$ cat config.mk
export PLATFORM = sky130hd
export DESIGN_NAME = sseg_scan_capture_flat
export DESIGN_NICKNAME = d
export VERILOG_FILES = /design/src/rtl/seg7_pkg.sv /design/src/rtl/sseg_scan_capture_if.sv /design/src/rtl/sseg_scan_capture_decode.sv /design/src/rtl/sseg_scan_capture.sv /design/src/flat_wrapper.sv
export SDC_FILE = /design/constraint.sdc
export NUM_CORES = 1
export LEC_CHECK = 0
export CORE_UTILIZATION = 57
export DETAILED_ROUTE_END_ITERATION = 12
export PLACE_DENSITY = 0.91
export RECOVER_POWER = 25
export SYNTH_ARGS = -nofsm -noshare
export SYNTH_HDL_FRONTEND = slang
export SYNTH_SLANG_ARGS = --single-unit
$ cat constraint.sdc
create_clock -name clk -period 4.05 [get_ports clk]
set_input_delay 0.6075 -clock clk [delete_from_list [all_inputs] [get_ports clk]]
set_output_delay 0.6075 -clock clk [all_outputs]
set_load 0.02 [all_outputs]
$ cat src/rtl/seg7_pkg.sv
// Seven-segment code table and decode helper, shared with the display driver.
// Combinational helpers only; no latency.
// No flow control; pure constants and functions.
package seg7_pkg;

  localparam int DIGITS = 4;

  // abcdefg, active-low; entry i is the pattern that shows hex digit i
  localparam logic [15:0][6:0] SSEG_CODE = {
    7'h38, 7'h30, 7'h42, 7'h31, 7'h60, 7'h08, 7'h04, 7'h00,
    7'h0F, 7'h20, 7'h24, 7'h4C, 7'h06, 7'h12, 7'h4F, 7'h01
  };

  typedef struct packed {
    logic       valid;
    logic [3:0] value;
  } hex_dec_t;

  // Exact 7-bit match against the table; valid=0 when nothing matches
  function automatic hex_dec_t sseg_to_hex(input logic [6:0] pat);
    hex_dec_t r;
    r = '0;
    for (int i = 0; i < 16; i++) begin
      if (pat == SSEG_CODE[i]) begin
        r.valid = 1'b1;
        r.value = 4'(i);
      end
    end
    return r;
  endfunction

endpackage

$ cat src/rtl/sseg_scan_capture_if.sv
// Scanned display lines plus the rebuilt digit view.
// Wires only; no latency.
// No flow control; the scan is free-running and sampled continuously.
interface sseg_scan_capture_if;
  import seg7_pkg::*;

  logic [DIGITS-1:0] an_in;
  logic [7:0]        sseg_in;
  logic [3:0]        hex0;
  logic [3:0]        hex1;
  logic [3:0]        hex2;
  logic [3:0]        hex3;
  logic [DIGITS-1:0] dp_out;
  logic [DIGITS-1:0] seg_err;
  logic              frame_valid;
  logic              onehot_err;
  logic              scan_lost;

  // Display driver side: drives the scan lines, observes the readback
  modport master (
    output an_in, sseg_in,
    input  hex0, hex1, hex2, hex3, dp_out, seg_err, frame_valid, onehot_err, scan_lost
  );

  // Capture side: samples the scan lines, drives the readback
  modport slave (
    input  an_in, sseg_in,
    output hex0, hex1, hex2, hex3, dp_out, seg_err, frame_valid, onehot_err, scan_lost
  );

endinterface

$ cat src/rtl/sseg_scan_capture_decode.sv
// Segment pattern to hex nibble lookup.
// Combinational, zero latency.
// No flow control.
module sseg_decode
  import seg7_pkg::*;
(
  input  logic [6:0] pat_i,
  output logic       valid_o,
  output logic [3:0] hex_o
);

  hex_dec_t dec;

  // Table lookup through the shared helper
  always_comb begin
    dec     = sseg_to_hex(pat_i);
    valid_o = dec.valid;
    hex_o   = dec.value;
  end

endmodule

$ cat src/rtl/sseg_scan_capture.sv
// Rebuilds the four scanned hex digits/dps and flags bad patterns, bad enables, lost scan.
// Outputs update STABLE_CNT edges after a new an/sseg value first appears and holds.
// No backpressure: the scan is sampled every cycle; short dwells are silently ignored.
module sseg_scan_capture
  import seg7_pkg::*;
#(
  parameter int STABLE_CNT     = 2,
  parameter int TIMEOUT_CYCLES = 256
) (
  input  logic               clk,
  input  logic               reset,
  sseg_scan_capture_if.slave bus
);

  localparam int CW = $clog2(STABLE_CNT + 1);
  localparam int TW = $clog2(TIMEOUT_CYCLES + 1);

  logic [11:0]             pins;
  logic [11:0]             samp_q;
  logic [CW-1:0]           stab_q, stab_d;
  logic                    captured_q, captured_d;
  logic [DIGITS-1:0][3:0]  hex_q, hex_d;
  logic [DIGITS-1:0]       dp_q, dp_d;
  logic [DIGITS-1:0]       err_q, err_d;
  logic [DIGITS-1:0]       seen_q, seen_d;
  logic                    fv_q, fv_d;
  logic                    oh_q, oh_d;
  logic [TW-1:0]           to_q, to_d;

  logic [DIGITS-1:0]       an_s;
  logic                    stable, cap, an_onehot, digit_cap, onehot_cap;
  logic [1:0]              idx;
  logic                    dec_vld;
  logic [3:0]              dec_hex;

  assign pins       = {bus.an_in, bus.sseg_in};
  assign an_s       = samp_q[11:8];
  assign stable     = (pins == samp_q);
  // The capture edge is the STABLE_CNT-th edge of an unchanged dwell; captured_q
  // keeps a long dwell from being captured more than once.
  assign cap        = stable && (stab_q == CW'(STABLE_CNT - 1)) && !captured_q;
  assign an_onehot  = (an_s != '0) && ((an_s & (an_s - 4'd1)) == '0);
  assign digit_cap  = cap && an_onehot;
  assign onehot_cap = cap && !an_onehot;

  // On a capture edge pins equal the sample, so decoding the sample is exact
  sseg_decode u_decode (
    .pat_i   (samp_q[6:0]),
    .valid_o (dec_vld),
    .hex_o   (dec_hex)
  );

  // Digit index of a one-hot enable
  always_comb begin
    idx = 2'd0;
    case (an_s)
      4'b0010: idx = 2'd1;
      4'b0100: idx = 2'd2;
      4'b1000: idx = 2'd3;
      default: idx = 2'd0;
    endcase
  end

  // Next state: stability tracking, digit update, frame/timeout bookkeeping
  always_comb begin
    stab_d     = stab_q;
    captured_d = captured_q;
    hex_d      = hex_q;
    dp_d       = dp_q;
    err_d      = err_q;
    seen_d     = seen_q;
    fv_d       = 1'b0;
    oh_d       = 1'b0;
    to_d       = (to_q == TW'(TIMEOUT_CYCLES)) ? to_q : to_q + 1'b1;

    if (!stable) begin
      stab_d     = '0;
      captured_d = 1'b0;
    end else if (stab_q != CW'(STABLE_CNT)) begin
      stab_d = stab_q + 1'b1;
    end

    if (cap) captured_d = 1'b1;

    if (digit_cap) begin
      dp_d[idx] = samp_q[7];
      if (dec_vld) begin
        hex_d[idx] = dec_hex;
        err_d[idx] = 1'b0;
      end else begin
        err_d[idx] = 1'b1;
      end
      to_d   = '0;
      seen_d = seen_q | an_s;
      if (seen_d == 4'hF) begin
        fv_d   = 1'b1;
        seen_d = '0;
      end
    end else if (onehot_cap) begin
      oh_d = 1'b1;
    end
  end

  // State registers with asynchronous reset; reset discards any partial frame
  always_ff @(posedge clk or posedge reset) begin
    if (reset) begin
      samp_q     <= '0;
      stab_q     <= '0;
      captured_q <= 1'b0;
      hex_q      <= '0;
      dp_q       <= '0;
      err_q      <= '0;
      seen_q     <= '0;
      fv_q       <= 1'b0;
      oh_q       <= 1'b0;
      to_q       <= '0;
    end else begin
      samp_q     <= pins;
      stab_q     <= stab_d;
      captured_q <= captured_d;
      hex_q      <= hex_d;
      dp_q       <= dp_d;
      err_q      <= err_d;
      seen_q     <= seen_d;
      fv_q       <= fv_d;
      oh_q       <= oh_d;
      to_q       <= to_d;
    end
  end

  assign bus.hex0        = hex_q[0];
  assign bus.hex1        = hex_q[1];
  assign bus.hex2        = hex_q[2];
  assign bus.hex3        = hex_q[3];
  assign bus.dp_out      = dp_q;
  assign bus.seg_err     = err_q;
  assign bus.frame_valid = fv_q;
  assign bus.onehot_err  = oh_q;
  assign bus.scan_lost   = (to_q == TW'(TIMEOUT_CYCLES));

endmodule

$ cat src/flat_wrapper.sv
// flat-port wrapper written by rule: the top's interface ports become plain ports
module sseg_scan_capture_flat import seg7_pkg::*;
#(
  parameter int STABLE_CNT     = 2,
  parameter int TIMEOUT_CYCLES = 256
)
  (clk, reset, bus_an_in, bus_sseg_in, bus_hex0, bus_hex1, bus_hex2, bus_hex3, bus_dp_out, bus_seg_err, bus_frame_valid, bus_onehot_err, bus_scan_lost);
  sseg_scan_capture_if bus_i ();
  input  logic clk;
  input  logic reset;
  input wire logic [$bits(bus_i.an_in)-1:0] bus_an_in;
  input wire logic [$bits(bus_i.sseg_in)-1:0] bus_sseg_in;
  output wire logic [$bits(bus_i.hex0)-1:0] bus_hex0;
  output wire logic [$bits(bus_i.hex1)-1:0] bus_hex1;
  output wire logic [$bits(bus_i.hex2)-1:0] bus_hex2;
  output wire logic [$bits(bus_i.hex3)-1:0] bus_hex3;
  output wire logic [$bits(bus_i.dp_out)-1:0] bus_dp_out;
  output wire logic [$bits(bus_i.seg_err)-1:0] bus_seg_err;
  output wire logic [$bits(bus_i.frame_valid)-1:0] bus_frame_valid;
  output wire logic [$bits(bus_i.onehot_err)-1:0] bus_onehot_err;
  output wire logic [$bits(bus_i.scan_lost)-1:0] bus_scan_lost;
  assign bus_i.an_in = bus_an_in;
  assign bus_i.sseg_in = bus_sseg_in;
  assign bus_hex0 = bus_i.hex0;
  assign bus_hex1 = bus_i.hex1;
  assign bus_hex2 = bus_i.hex2;
  assign bus_hex3 = bus_i.hex3;
  assign bus_dp_out = bus_i.dp_out;
  assign bus_seg_err = bus_i.seg_err;
  assign bus_frame_valid = bus_i.frame_valid;
  assign bus_onehot_err = bus_i.onehot_err;
  assign bus_scan_lost = bus_i.scan_lost;
  sseg_scan_capture #(.STABLE_CNT(STABLE_CNT), .TIMEOUT_CYCLES(TIMEOUT_CYCLES)) u_core (.clk(clk), .reset(reset), .bus(bus_i));
endmodule
==> summary.md <==
| Metric | Value |
|---|---|
| Status | `finished, violations left` |
| Failing checks | `capacitance limit, slew limit` |
| CP arrival | `approximately 2.9 ns` |
| # placed instances | `336` |
| Global-route wire length before repair | `9810 um` |
| Slew HR | `-31.9%` |
| CTS tree | `done` |
| Post-Route WL | `roughly 5800 um` |
| Post-DP HPWL | `3970 um` |
| Via density | `6.02` |
| CP Max Fanout | `7` |
| RSZ-0062 raised after global routing | `no` |
| Final core occ | `72.3%` |
| DIE AREA | `0.00485 mm2` |
| Most frequent cell after synthesis | `dfrtp_1` |
| Crit path depth | `7` |
| Setup TNS | `0 ns` |
| Post-CTS Hold Fix Bufs | `0` |
| Initial antenna violation count | `0` |
| Total track usage | `25.7%` |
| Finished Cell Area | `0.00317 mm2` |
| R2R depth | `6` |
| Setup crit start kind | `input pin` |
| Leak | `~0.0014 uW` |
| Final Skew | `0.00863 ns` |
| Clock network power share | `36.6%` |
| Largest cells by area after synthesis | `dfrtp_1 52%, xnor2_1 6.0%, nor2_1 4.3%` |
| Aggregate global routing overflow | `0` |
| Initial Util | `59.5%` |
| Antenna cells | `0` |
| Final nets | `309` |
| Share of synthesized registers carrying an async set or reset | `100%` |
| Row count | `24` |
| Comb pwr share | `about 10%` |
| Distinct cells, synth | `46` |
| CP top delay family | `simple AND/OR/NAND/NOR gates` |
| Peak Freq | `362 MHz` |
| Post-synthesis sequential area ratio | `51.8%` |
| Clk buf depth | `2` |
| Post-DP Area | `0.00303 mm2` |
| Peak supply drop | `0.352 mV` |
| Switch share | `24.2%` |
| I/O Pins | `41` |
| Crit Path Category | `in2reg` |
| Crit path cell chain | `dlygate4sd3_1 -> xnor2_1 -> nand4_1 -> or4_1 -> nor2_2 -> nand3_1 -> o2bb2ai_1` |
| P_sw | `287 uW` |
| Pwr per Cell Area | `about 370 mW/mm2` |
| Count of maximum capacitance violations | `1` |
| Setup violations, final | `0` |
| Synth top area share | `51.8%` |
| Crit. End Element | `flip-flop` |
| Post-CTS setup buffers | `0` |
| Min Tclk post-route | `2.76 ns` |
| Clk pin slew, worst setup/hold paths | `0.09 ns` |
| WL per Instance | `16.8 um` |
| Pin count of the biggest net entering global routing | `55` |
| Vias in the first global route | `2022` |
| Drt pass-1 iters | `4` |
| Hold Crit Class | `reg2reg` |
| Pint | `between 800 and 900 uW` |
| FF/Latch Area | `0.00135 mm2` |
| Slew Limit Fails | `55` |
| Cell area after synthesis | `0.00261 mm2` |
| Synth-to-layout area growth | `21.5%` |
| Hold Vio Cnt, Final | `0` |
| Ys flop type | `dfrtp_1` |
| Syn nets | `between 200 and 300` |
| Post-route insts no fill | `around 340` |
| Port buffer count | `40` |
| Cells on Worst Hold Path | `1` |
| Die W | `about 70 um` |
| Deepest level of the CTS H-tree | `2` |
| Largest stage delay, worst path | `0.68 ns` |
| Clk root buf | `clkbuf_8` |
| CTS buffer count | `5` |
| Placer Congestion | `0.831` |
| Synth Instances | `256` |
| WP data required | `4.22 ns` |
| Post-cts resize count | `0` |
| Initial DRC count | `134` |
| Design Power | `between 1000 and 1500 uW` |
| DRC | `0` |
| Worst Tran Pin Value | `1.98 ns` |
| Synth Register Bits | `54` |
| Die Span Y | `69.7 um` |
| Layout cells sized above 1 | `6.51%` |
| Multi-input gate area | `0.00116 mm2` |
| CTS sink count | `54` |
| Clk_lat worst skew | `between 0.3 and 0.4 ns` |
| Buf/Inv on CP | `1` |
| Core box area | `~0.0044 mm2` |
| Most frequent cells after synthesis | `54 x dfrtp_1, 30 x nor2_1, 18 x xnor2_1` |
| Post-route ant nets | `0` |
| Period utilization | `68.2%` |
| EDFF count, synth | `0` |
| Filler cell count | `294` |
| CP max stage cell | `or4_1` |
| Vias | `2070` |
| Sequential Power Share | `53.2%` |
| Area leader, netlist | `dfrtp_1` |
| Yosys warns | `0` |
| Post-Syn Area per Cell | `10.2 um2` |
[per-stage QoR]
step / hold slack (ns) / setup slack (ns)
6_report: 0.493 / 1.29
4_1_cts: 0.497 / 1.37
3_5_place_dp: 0.474 / 1.18
3_3_place_gp: 0.469 / 1.22
2_1_floorplan: 0.457 / 1.79
5_1_grt: 0.516 / 1.08
[layout make-up]
cell class	count	area share, %
Sequential cell	54	42.6
Multi-Input combinational cell	176	36.4
Timing Repair Buffer	41	12.9
Clock buffer	6	2.60
Tap cell	52	2.05
Clock inverter	2	1.89
Inverter	13	1.54
[final timing paths]
kind	start	slack, ns	to
min in group asynchronous	reset	1.38	u_core.samp_q[3]
max in group asynchronous	reset	1.52	u_core.bus.hex3[0]
min	flip-flop	0.49	flip-flop
min reg2reg	flip-flop	0.49	flip-flop
max	bus_sseg_in[5]	1.29	u_core.bus.hex3[0]
max reg2reg	u_core.samp_q[3]	1.35	u_core.bus.hex3[0]
[flip-flops by register name (all words and copies together), names as in the netlist, named ones only]
register,cells
u_core.seen_q,4
u_core.bus.frame_valid,1
u_core.bus.hex2,4
u_core.to_q,9
u_core.bus.hex1,4
u_core.bus.hex3,4
u_core.stab_q,2
u_core.bus.dp_out,4
u_core.captured_q,1
u_core.samp_q,12
u_core.bus.hex0,4
u_core.bus.onehot_err,1
[routing by layer]
| layer | vias to the layer above | wire [um] | track usage (%) |
|---|---|---|---|
| met5 | - | 0 | 0 |
| li1 | 970 | - | - |
| met2 | 67 | 2810 | 41.6 |
| met1 | 1018 | 2530 | 34.8 |
| met3 | 15 | 316 | 5.09 |
| met4 | 0 | 107 | 8.67 |
[power groups by stage]
| stage | clock network [uW] | logic, uW | registers, uW |
|---|---|---|---|
| 3_3_place_gp | 0 | 120 | 637 |
| 3_5_place_dp | 0 | 123 | 640 |
| 6_report | 434 | 121 | 631 |
| 4_1_cts | 439 | 124 | 630 |
| 5_1_grt | 461 | 139 | 637 |
| 2_1_floorplan | 0 | 104 | 616 |
[kinds of logic after synthesis]
| logic type | after synthesis | share of synthesized area, % |
|---|---|---|
| flops | 54 | 51.8 |
| simple gates | 89 | 17.9 |
| mux | 5 | 2.16 |
| xor+xnor | 23 | 7.72 |
| buf+inv | 26 | 3.93 |
| compound gates | 55 | 14.6 |
| fa+ha+maj | 4 | 1.92 |
[worst register-to-register path: cells and delay by family (launching register included)]
family          cells  cell delay [ns]
compound gates      2             0.43
flops               1             0.58
simple gates        4             1.56
[placed cells by master (no fill, tap or decap), types with 3 or more instances in the layout]
cell,netlist,routed
dfrtp_1,54,54
nor2_1,30,30
clkdlybuf4s50_1,0,27
xnor2_1,18,18
a21oi_1,17,17
nand2_1,15,15
inv_1,13,13
dlygate4sd3_1,0,13
o21ai_0,11,11
nand3_1,10,10
clkbuf_8,0,6
mux2_2,5,5
xor2_1,5,5
nand4_1,4,4
nor4b_1,4,4
nor3_1,4,4
a32oi_1,4,4
ha_1,4,4
nand2b_1,3,3
a31oi_1,3,3
or3_1,3,3
Power figures use the tool's default switching activity.
==> patch 1, RTL diff (same settings) <==
`TIMEOUT_CYCLES` is set to 256 in 2 places; all go to 512.
--- a/src/rtl/sseg_scan_capture.sv
+++ b/src/rtl/sseg_scan_capture.sv
@@ -5,7 +5,7 @@
   import seg7_pkg::*;
 #(
   parameter int STABLE_CNT     = 2,
-  parameter int TIMEOUT_CYCLES = 256
+  parameter int TIMEOUT_CYCLES = 512
 ) (
   input  logic               clk,
   input  logic               reset,
--- a/src/flat_wrapper.sv
+++ b/src/flat_wrapper.sv
@@ -2,7 +2,7 @@
 module sseg_scan_capture_flat import seg7_pkg::*;
 #(
   parameter int STABLE_CNT     = 2,
-  parameter int TIMEOUT_CYCLES = 256
+  parameter int TIMEOUT_CYCLES = 512
 )
   (clk, reset, bus_an_in, bus_sseg_in, bus_hex0, bus_hex1, bus_hex2, bus_hex3, bus_dp_out, bus_seg_err, bus_frame_valid, bus_onehot_err, bus_scan_lost);
   sseg_scan_capture_if bus_i ();
Formal check against the unedited RTL: same outputs for any inputs over 10 cycles, from zero or initial values and one cycle with reset high; that may be too few to reach the edited logic, so the function may still have changed.
==> patch 1 against the unedited design <==
The flow still finishes with violations (max-capacitance violations, max-slew violations); register-to-register slack gained 150 ps; sequential share of layout area is 1.7 points lower; utilization down 1.7 points; global-route usage shrank 2.3 points; power down 13%; area after synthesis up 9.3%; sequential power down 9.0%; setup slack worse by 23 ps; die area grew 9.0%; cell area rose by 6.0%; sequential cell count increased by 1; synthesized cell count fell by 0.39%; routed wire length shrank 1.3%; critical endpoint is now u_core.bus.hex2[0]; largest power group unchanged.
==> patch 1: results (changes against the unedited design) <==
Pwr
The total power is 1.03 mW (was 1.19 mW). The power dissipated in the clock network is 388 uW (was 434 uW). The total internal power came to 790 uW (was 899 uW).

The sequential power share is 0.557 (was 0.532). The leakage power came to 1.45 nW (was 1.38 nW).

Finish
The number of nets in the final layout was 308 (was 309). Largest registers in the final layout: u_core.samp_q x12, u_core.to_q x10 (was u_core.samp_q x12, u_core.to_q x9). The fill cell instance count of the final layout is 342 (was 294). The fraction of layout instances using a drive strength above 1 is 0.144 (was 0.0651). The final standard cell count with taps included and fillers excluded is 358 (was 344).

Routing
The overall routed net length is 5690 um (was 5770 um). The amount of wire on met3 after detailed routing is 185 um (was 316 um). The first-pass detailed-route iteration total is 4 (unchanged). The via-per-instance ratio was 5.60 (was 6.02). The wire length on met2 came to 2960 um (was 2810 um).

The DRC marker count from the first detailed-route iteration is 150 (was 134). The wire length on met1 is 2460 um (was 2530 um).

GRT
The first-pass GRT wire length is 9450 um (was 9810 um). The maximum number of pins on one net before global-route repair is 56 (was 55). The number of global-route vias before repair came to 2,045 (was 2,022). The overall fraction of global-route tracks in use is 0.233 (was 0.257).

Synth
The sequential cell area fraction in the yosys report is 0.483 (was 0.518). Leading post-synthesis cells by cell area: sky130_fd_sc_hd__dfrtp_1, sky130_fd_sc_hd__xnor2_1, sky130_fd_sc_hd__mux2_2 (was sky130_fd_sc_hd__dfrtp_1, sky130_fd_sc_hd__xnor2_1, sky130_fd_sc_hd__nor2_1). The synthesized net count is 273 (was 274). Commonest cells post-synth: sky130_fd_sc_hd__dfrtp_1, sky130_fd_sc_hd__nor2_1, sky130_fd_sc_hd__inv_1, sky130_fd_sc_hd__xnor2_1 (was sky130_fd_sc_hd__dfrtp_1, sky130_fd_sc_hd__nor2_1, sky130_fd_sc_hd__xnor2_1, sky130_fd_sc_hd__a21oi_1, sky130_fd_sc_hd__nand2_1).

Placed design
The sum of net half-perimeters after detailed placement was 4110 um (was 3970 um). The last weighted congestion value of the routability-driven placer is 0.847 (was 0.831). The total placed cells including tap cells is 350 (was 336). The setup slack at placement came to 1030 ps (was 1180 ps).

Setup path
The arrival time of the worst setup path is 2980 ps (was 2940 ps). The critical-path maximum fanout came to 9 (was 7). The count of cells along the worst register-to-register path is 5 (was 6).

Outcome
Run status: finished with violations (unchanged). Violated checks: max-capacitance violations, max-slew violations (unchanged).

Hold path
The worst hold path cell count is 2 (was 1).

Flow run
The number of maximum-capacitance violations came to 1 (unchanged).

Timing
The transition time of the tightest slew-check pin is 2050 ps (was 1980 ps). The worst clock skew was 14.5 ps (was 8.63 ps). The max-slew violation count is 56 (was 55).
## patch 1: changes by cell type after synthesis, sizes merged, moves of 4 or more
cell,delta
a21oi,-11
buf,+9
clkbuf,-9
nand2,-9
mux2,+7
xor2,+5
a311oi,+4
a32oi,-4
mux2i,+4
xnor2,-4
## patch 1: metal layers
layer  vias up  GRT usage
met5         -          0
li1        971          -
met1       981      0.293
met4         0     0.0741
met2        44      0.417
met3         8     0.0304
## patch 1: cell families after synthesis
kind of cell	synth area share
simple gates	0.169
compound gates	0.129
xor+xnor	0.0803
mux	0.0641
flops	0.483
buf+inv	0.0575
fa+ha+maj	0.0176
## patch 1: final timing paths
kind                                    from            endpoint  slack, ps
min                        u_core.captured_q   u_core.captured_q        500
max in group asynchronous              reset   u_core.captured_q       1450
min reg2reg                u_core.captured_q   u_core.captured_q        500
max                             bus_an_in[3]  u_core.bus.hex2[0]       1260
min in group asynchronous              reset  u_core.bus.hex0[3]       1410
max reg2reg                 u_core.samp_q[5]  u_core.bus.hex2[0]       1500
## patch 1: layout make-up
type / instances / area (sq um) / area share
Timing Repair Buffer: 41 / 408 / 0.121
Clock inverter: 2 / 38.8 / 0.0115
Clock buffer: 6 / 82.6 / 0.0246
Inverter: 16 / 60.1 / 0.0179
Sequential cell: 55 / 1380 / 0.410
Tap cell: 67 / 83.8 / 0.0249
Multi-Input combinational cell: 171 / 1310 / 0.390
## patch 1: worst max-delay path: stages
cell                            delay, ps
sky130_fd_sc_hd__dlygate4sd3_1        640
sky130_fd_sc_hd__xnor2_4              130
sky130_fd_sc_hd__nand4_2              150
sky130_fd_sc_hd__or4_4                650
sky130_fd_sc_hd__a311oi_2             400
sky130_fd_sc_hd__mux2_2               400
==> patch 2, RTL diff (same settings) <==
Without the edit above. Reset style: synchronous (`reset`), changed in one clocked block. Comments in the files are not updated.
--- a/src/rtl/sseg_scan_capture.sv
+++ b/src/rtl/sseg_scan_capture.sv
@@ -102,7 +102,7 @@
   end
 
   // State registers with asynchronous reset; reset discards any partial frame
-  always_ff @(posedge clk or posedge reset) begin
+  always_ff @(posedge clk) begin
     if (reset) begin
       samp_q     <= '0;
       stab_q     <= '0;
Function: differs if reset is asserted again (counterexample within 4 cycles, from zero or initial values and one cycle with reset high); with reset held inactive, the same outputs for 10 cycles.
==> patch 2 against the unedited design <==
Routed wire length down 0.38%; utilization down 2.7 points; clock power down 14%; setup slack worse by 290 ps; largest power group unchanged; global-route usage down 2.1 points; power down 12%; critical endpoint is now u_core.bus.hex0[2]; via count up 8.1%; cell area up 3.7%; area after synthesis up 7.4%; non-clock buffer count unchanged; hold slack worse by 27 ps; sequential cell count unchanged; count of clock-buffer cells in the layout down 1.
==> patch 2: results (changes against the unedited design) <==
Finish
The non-clock buffer area fraction after layout is 0.123 (was 0.129). The inverter count of the layout excluding clock inverters is 8 (was 13). The combined area of the multi-input logic cells came to 0.00157 sq mm (was 0.00116 sq mm). The fill cell instance count of the final layout is 373 (was 294).

GRT
The met2 global-route usage is 0.430 (was 0.416). The met3 capacity usage during global routing is 0.0361 (was 0.0509). The overall fraction of global-route tracks in use was 0.236 (was 0.257). The met1 layer usage reported by global route is 0.280 (was 0.348).

Routing
The amount of wire on met3 after detailed routing was 278 um (was 316 um). The DRC marker count from the first detailed-route iteration came to 143 (was 134). The wire length on met1 is 2330 um (was 2530 um).

Pwr
The clock network power share was 0.358 (was 0.366). The flip-flop and latch power was 565 uW (was 631 uW).

Synth
Leading post-synthesis cells by cell area: sky130_fd_sc_hd__dfxtp_1, sky130_fd_sc_hd__xor2_1, sky130_fd_sc_hd__mux2i_1 (was sky130_fd_sc_hd__dfrtp_1, sky130_fd_sc_hd__xnor2_1, sky130_fd_sc_hd__nor2_1). Commonest cells post-synth: sky130_fd_sc_hd__dfxtp_1, sky130_fd_sc_hd__nand2_1, sky130_fd_sc_hd__nor2_1, sky130_fd_sc_hd__xor2_1, sky130_fd_sc_hd__nor2b_1 (was sky130_fd_sc_hd__dfrtp_1, sky130_fd_sc_hd__nor2_1, sky130_fd_sc_hd__xnor2_1, sky130_fd_sc_hd__a21oi_1, sky130_fd_sc_hd__nand2_1). The synthesized net count is 315 (was 274). The number of library cell types mapped by synthesis is 56 (was 46).

Outcome
Run status: complete, no violations (was finished with violations).

Setup path
The startpoint of the worst register-to-register path is u_core.samp_q[1] (was u_core.samp_q[3]). The setup slack of the worst register-to-register path is 1720 ps (was 1350 ps). The reg-to-reg critical path endpoint is u_core.to_q[2] (was u_core.bus.hex3[0]). The critical-path maximum fanout is 24 (was 7). The timing endpoint of the critical path is u_core.bus.hex0[2] (was u_core.bus.hex3[0]). The count of cells along the worst register-to-register path is 5 (was 6).

Placed design
The post-detailed-placement cell area is 0.00318 sq mm (was 0.00303 sq mm).

Timing
The worst hold margin is 466 ps (was 493 ps).
-- patch 2: cell count changes after synthesis, moves of 6 or more --
cell and change:
sky130_fd_sc_hd__nand2_1 +16, sky130_fd_sc_hd__o21ai_0 -11, sky130_fd_sc_hd__a21oi_1 -6, sky130_fd_sc_hd__xor2_1 +15, sky130_fd_sc_hd__dfrtp_1 -54, sky130_fd_sc_hd__xnor2_1 -16, sky130_fd_sc_hd__dfxtp_1 +54, sky130_fd_sc_hd__mux2i_1 +15
sky130_fd_sc_hd__nor2b_1 +15
-- patch 2: cells by family (layout without fill, tap and decap cells) --
kind of cell    Yosys count  after routing  synth area share
buf+inv                  27             57            0.0531
compound gates           49             49             0.145
simple gates            125            125             0.273
flops                    54             54             0.386
xor+xnor                 22             22            0.0687
fa+ha+maj                 4              4            0.0178
mux                      16             16            0.0576
-- patch 2: worst max-delay path: cells and delay by family --
family	cells	cell delay, ps
multiplexers	1	130
buffers and inverters	3	1930
AO/OA/AOI/OAI	2	560
